`config.mk`:
```
export PLATFORM = sky130hd
export DESIGN_NAME = hazard_ctrl_unit
export DESIGN_NICKNAME = d
export VERILOG_FILES = /design/src/rtl/hazard_ctrl_unit.sv
export SDC_FILE = /design/constraint.sdc
export NUM_CORES = 1
export LEC_CHECK = 0
export CAP_MARGIN = 20
export CORE_AREA = 2 2 39 41
export DETAILED_ROUTE_END_ITERATION = 7
export DIE_AREA = 0 0 41 43
export DONT_BUFFER_PORTS = 1
export GPL_ROUTABILITY_DRIVEN = 0
export GPL_TIMING_DRIVEN = 0
export HOLD_SLACK_MARGIN = 0.06
export PLACE_DENSITY = 0.68
export SYNTH_ARGS = -nofsm -noshare
export SYNTH_HDL_FRONTEND = slang
export SYNTH_SLANG_ARGS = --single-unit
```
`constraint.sdc`:
```
create_clock -name clk -period 2.3 [get_ports clk]
set_clock_uncertainty 0.2 [all_clocks]
set_input_delay 0.46 -clock clk [delete_from_list [all_inputs] [get_ports clk]]
set_output_delay 0.46 -clock clk [all_outputs]
set_load 0.03 [all_outputs]
```
`src/rtl/hazard_ctrl_unit.sv`:
```
// hazard_ctrl_unit: load-use stall FSM, taken-branch flush and EX-stage forwarding selects.
// Optional stall/flush performance counters are built when HAZARD_PERF_CNT_EN is defined.
module hazard_ctrl_unit #(
  parameter int REG_ADDR_W = 5,
  parameter int LOAD_LAT   = 1,
  parameter int CNT_W      = 4
) (
  input  logic                  clk,
  input  logic                  rst,
  input  logic                  idex_memread,
  input  logic [REG_ADDR_W-1:0] idex_rd,
  input  logic [REG_ADDR_W-1:0] ifid_rs1,
  input  logic [REG_ADDR_W-1:0] ifid_rs2,
  input  logic [REG_ADDR_W-1:0] idex_rs1,
  input  logic [REG_ADDR_W-1:0] idex_rs2,
  input  logic                  exmem_regwrite,
  input  logic [REG_ADDR_W-1:0] exmem_rd,
  input  logic                  memwb_regwrite,
  input  logic [REG_ADDR_W-1:0] memwb_rd,
  input  logic                  branch_taken,
  output logic                  controlmux,
  output logic                  pcen,
  output logic                  ifiden,
  output logic                  ifid_flush,
  output logic                  idex_flush,
  output logic [1:0]            forward_a,
  output logic [1:0]            forward_b
`ifdef HAZARD_PERF_CNT_EN
  ,
  output logic [31:0]           stall_total,
  output logic [31:0]           flush_total
`endif
);

  typedef enum logic {IDLE, STALL} state_t;

  localparam logic [CNT_W-1:0] CNT_INIT = CNT_W'(LOAD_LAT - 1);
  localparam logic [CNT_W-1:0] CNT_ONE  = CNT_W'(1);

  state_t                     state;
  logic [CNT_W-1:0]           cnt;
  logic                       lu;
  logic                       stall;
  logic [1:0][REG_ADDR_W-1:0] ex_rs;
  logic [1:0][1:0]            fwd;

  assign lu = idex_memread && (idex_rd != '0) &&
              ((idex_rd == ifid_rs1) || (idex_rd == ifid_rs2));

  // The first stall cycle comes straight from lu; STALL covers the remaining LOAD_LAT-1.
  assign stall = (state == STALL) || lu;

  assign ex_rs = {idex_rs2, idex_rs1};

  // One forwarding selector per ALU operand; EX/MEM has priority over MEM/WB.
  for (genvar i = 0; i < 2; i++) begin : g_fwd
    assign fwd[i] = (exmem_regwrite && (exmem_rd != '0) && (exmem_rd == ex_rs[i])) ? 2'b10 :
                    (memwb_regwrite && (memwb_rd != '0) && (memwb_rd == ex_rs[i])) ? 2'b01 :
                    2'b00;
  end

  always_comb begin
    pcen       = 1'b1;
    ifiden     = 1'b1;
    controlmux = 1'b1;
    ifid_flush = 1'b0;
    idex_flush = 1'b0;
    forward_a  = 2'b00;
    forward_b  = 2'b00;
    if (!rst) begin
      forward_a = fwd[0];
      forward_b = fwd[1];
      if (branch_taken) begin
        controlmux = 1'b0;
        ifid_flush = 1'b1;
        idex_flush = 1'b1;
      end else if (stall) begin
        pcen       = 1'b0;
        ifiden     = 1'b0;
        controlmux = 1'b0;
      end
    end
  end

  always_ff @(posedge clk) begin
    if (rst || branch_taken) begin
      state <= IDLE;
      cnt   <= '0;
    end else begin
      case (state)
        IDLE: begin
          if (lu && (LOAD_LAT > 1)) begin
            state <= STALL;
            cnt   <= CNT_INIT;
          end
        end
        STALL: begin
          cnt <= cnt - CNT_ONE;
          if (cnt == CNT_ONE) state <= IDLE;
        end
        default: begin
          state <= IDLE;
          cnt   <= '0;
        end
      endcase
    end
  end

`ifdef HAZARD_PERF_CNT_EN
  always_ff @(posedge clk) begin
    if (rst) begin
      stall_total <= '0;
      flush_total <= '0;
    end else begin
      if (!pcen)        stall_total <= stall_total + 32'd1;
      if (branch_taken) flush_total <= flush_total + 32'd1;
    end
  end
`endif

endmodule

```
# Word-level counts from Yosys, hierarchy flattened
# Cells that the tools add are included.
# word_totals
register_bits	5
inputBits	41
output_inout_bits	9
word_cells	40
# classes
addsub	1
eq_ne	7
muxes	14
n_bitwise	1
reduce_logical	15
# op_table
cell	n
== test 5 bit	6
nonzero test 5 bit	3
2-to-1 mux 1 bit	10
logical AND 1 bit	8
2-to-1 mux 2 bit	4
== test 4 x 1 -> 1 bit (second input constant)	1
subtractor 4 x 1 -> 4 bit (second input constant)	1
logical OR 1 bit	3
OR reduction 2 bit	1
inverter 1 bit	1

# Logic depth before layout (Yosys ltp)
# logic_depth
depth_word	7
mapped_depth	5
ltp_nobuf	5

# Worst setup path after synthesis
# Ideal clock, no wire load.
# synth_path
path_kind	input port to output port
from	input port idex_rd[1]
to	output port pcen
t_arrival_ps	2244
setup_slack_ps	-604
path_stages	5
path_buffers	1
path_cell_list	or4_1 o21ai_1 nor2_1 a21boi_0 buf_4
# synth_between
elab_chain_len	7
elab_cells_between_ends	10
classes_between	eq/ne: 2; mux: 3; reduce/logical: 5
# synth_lines
element	line	text
from (decl)	11	input logic [REG_ADDR_W-1:0] idex_rd,
== test 5 bit or nonzero test 5 bit (tied branches)	48, 47	
logical OR 1 bit or logical AND 1 bit (tied branches)	48, 47	
logical AND 1 bit *	47	assign lu = idex_memread && (idex_rd != '0) &&
logical OR 1 bit *	51	assign stall = (state == STALL) || lu;
2-to-1 mux 1 bit * (3 in series)	n/a	
to (decl)	22	output logic pcen,
# Mark *: on every way between the ends. The rest lies on a longest branch, timed or not.

# Worst setup path in the final report
# layout_path
from	input port memwb_rd[3]
to	output port forward_b[0]
# layout_between
elab_chain_len	6
elab_cells_between_ends	7
classes_between	eq/ne: 1; mux: 3; reduce/logical: 3
# layout_lines
element	line	text
from (decl)	19	input logic [REG_ADDR_W-1:0] memwb_rd,
nonzero test 5 bit	58	(memwb_regwrite && (memwb_rd != '0) && (memwb_rd == ex_rs[i])) ? 2'b01 :
logical AND 1 bit	58	
logical AND 1 bit *	58	
2-to-1 mux 1 bit *	58	
2-to-1 mux 2 bit *	57	assign fwd[i] = (exmem_regwrite && (exmem_rd != '0) && (exmem_rd == ex_rs[i])) ? 2'b10 :
2-to-1 mux 2 bit *	70	if (!rst) begin
to (decl)	27	output logic [1:0] forward_b
# Marked as above.

==> results.cfg <==
[synth]
synth.net_count = 129
synth_flop_cell = dfxtp_1
synth_edf_count = 0
ys_seq_area_share_pct = 14.7
synthCells = 86
ys_async_sr_fraction_pct = 0
syn_area_um2 = 679
yosysWarnings = 0
avgSynthCellArea_um2 = 7.90
ys_types = 25
ys_seq_elements = 5

[detailed_routing]
firstDrtPassIters = 4
drc = 0
postRouteAntennaNets = 0
wl_per_cell_um = 14.5
drtIter0Drc = 10
avgViaCountPerCell = 5.75
wl_mm = 1.56
vias = 621

[setup_path]
r2r_cells = 4
required_ns = 1.64
worstSetupStartpoint = memwb_rd[3]
end_kind = primary output
rrSetupSlack_ns = 0.82
crit_end = forward_b[0]
crit_type = primary input to primary output
cp.arrival_ns = 1.66
r2r-start = state
critPathMaxFanout = 3
cp-start-kind = primary input
r2r-end = cnt[3]

[power]
switchingPower_mw = 0.0826
cellPowerDensity_nw_per_um2 = 339
sw_frac_of_total_pct = 29.2
p_leak_nw = 0.255
p_seq_share_pct = 30.7
finalPower_mw = 0.283
power_frac_comb_pct = 33.0
internal-power_mw = 0.201
ir_drop_uv = 148
p_clk_share_pct = 36.3

[clocking]
htreeDepth = 1
cts_made_buffers = 3
clockBufferDepth = 2
root_buffer = clkbuf_4
clk_pin_slew_ns = 0.05
cts_setup_buffers = 0
cts_sinks = 5
cts_tree = done
clkLatencyLatePin_ns = 0.24

[sta]
report.final.slew_viol_count = 0
min_period_ns = 2.32
setup_viol = 4
hold_violations = 0
finalCritPeriodShare_pct = 101
setup_slack_ns = -0.0237
worst_slew_pin_slew_ns = 0.861
rsz0062_at_grt = yes
timing.fmax_mhz = 430
slew_headroom_pct = 42.4

[global_routing]
grt_max_degree = 8
grt_pass1_wl_mm = 2.57
globalRouteTotalUtil_pct = 20.9
grt.overflow.total = 0
first_global_vias = 675
antenna_found_initial = 0

[min_path]
hold_class = primary input to register

[placed_design]
dp_hpwl_mm = 1.32
io_buffers = 0
dp_cells = 104
place_ws_ns = -0.143

[job]
cap_violations = 0

[finish]
area_delta_synth_final_pct = 23.0
final_cell_count_no_fill = 108
drive_gt1_share_pct = 22.8
utilization_pct = 60.4
multi_input_area_um2 = 642
nets = 136
fillers = 129
seq_area_um2 = 100
antenna_cells = 0
layout_commonest_cell = xnor2_1
most-common-layout-cells = xnor2_1, xor2_1, nor2_1

[die]
start_util_pct = 49.1
io_pins = 50
core_area_um2 = 1380
rows = 14
die_h_um = 43
die_w_um = 41
dieArea_um2 = 1760

[outcome]
status = finished, violations left
violations = negative setup slack
power groups by stage:
stage                     combinational, mW  sequential (mW)  clock [mW]
after floorplan                      0.0783           0.0885           0
after global placement               0.0842           0.0885           0
after detailed placement             0.0860           0.0885           0
after CTS                            0.0932           0.0869       0.106
after global routing                  0.104           0.0867       0.113
final                                0.0935           0.0870       0.103
kinds of logic (layout without fill, tap and decap cells):
family / count (synthesis) / after routing / share of synthesized area (%)
xor gates and xnor gates: 33 / 33 / 42.5
and+or+nand+nor: 32 / 32 / 26.3
AOI/OAI and AO/OA: 8 / 8 / 8.29
buffers and inverters: 6 / 12 / 4.42
DFF: 5 / 5 / 14.7
adders and majority gates: 2 / 2 / 3.68
metal layers:
layer / routed length (um) / vias to the layer above / global-route usage [%]
li1: - / 305 / -
met5: 0 / - / 0
met2: 878 / 26 / 37.2
met3: 131 / 2 / 5.24
met1: 539 / 288 / 22.5
met4: 12 / 0 / 6.00
area by class of cell:
class	count	share of cell area (%)
tap	16	2.40
timing repair buffer	2	1.20
sequential	5	12.0
multi-input combinational	75	76.8
clock buffer	4	3.14
inverter	3	1.80
buffer	3	2.69
worst max-delay path, cell delays in order:
cell and delay (ns):
xor2_1 0.14, or4_4 0.54, nor4_4 0.53
registers in the layout (all words and copies together) (netlist names):
name / cells
state: 1
cnt: 4
synthesized netlist by cell type, types with 2 or more instances:
master	number	area, um^2
nand2_1	6	22.5
nor2_1	8	30.0
nor4_2	2	25.0
nor4_1	2	12.5
xnor2_1	22	193
buf_4	2	15.0
dfxtp_1	5	100
nor3_1	2	10.0
nand3_1	4	20.0
inv_1	3	11.3
xor2_1	11	96.3
ha_1	2	25.0
or4_1	5	37.5
worst min-delay path by stage:
stage                  from      to  cells after the start
2_1_floorplan        cnt[1]  cnt[1]                      2
3_3_place_gp         cnt[1]  cnt[1]                      2
3_5_place_dp         cnt[1]  cnt[1]                      2
4_1_cts        branch_taken   state                      3
5_1_grt        branch_taken   state                      3
6_report       branch_taken   state                      3
what timing repair did:
item                       4_1_cts  5_1_grt
resized for setup               10        1
pin swaps                        5        5
hold buffers                     0        0
setup endpoints to repair        4        4
per-stage QoR:
step           instance area [um^2]  setup TNS [ns]  hold WS, ns
2_1_floorplan                   722          -0.103        0.269
3_3_place_gp                    742          -0.497        0.284
3_5_place_dp                    752          -0.341        0.292
4_1_cts                         831          -0.141        0.202
5_1_grt                         836          -0.177        0.205
6_report                        836         -0.0788        0.206
Power figures use the tool's default switching activity.
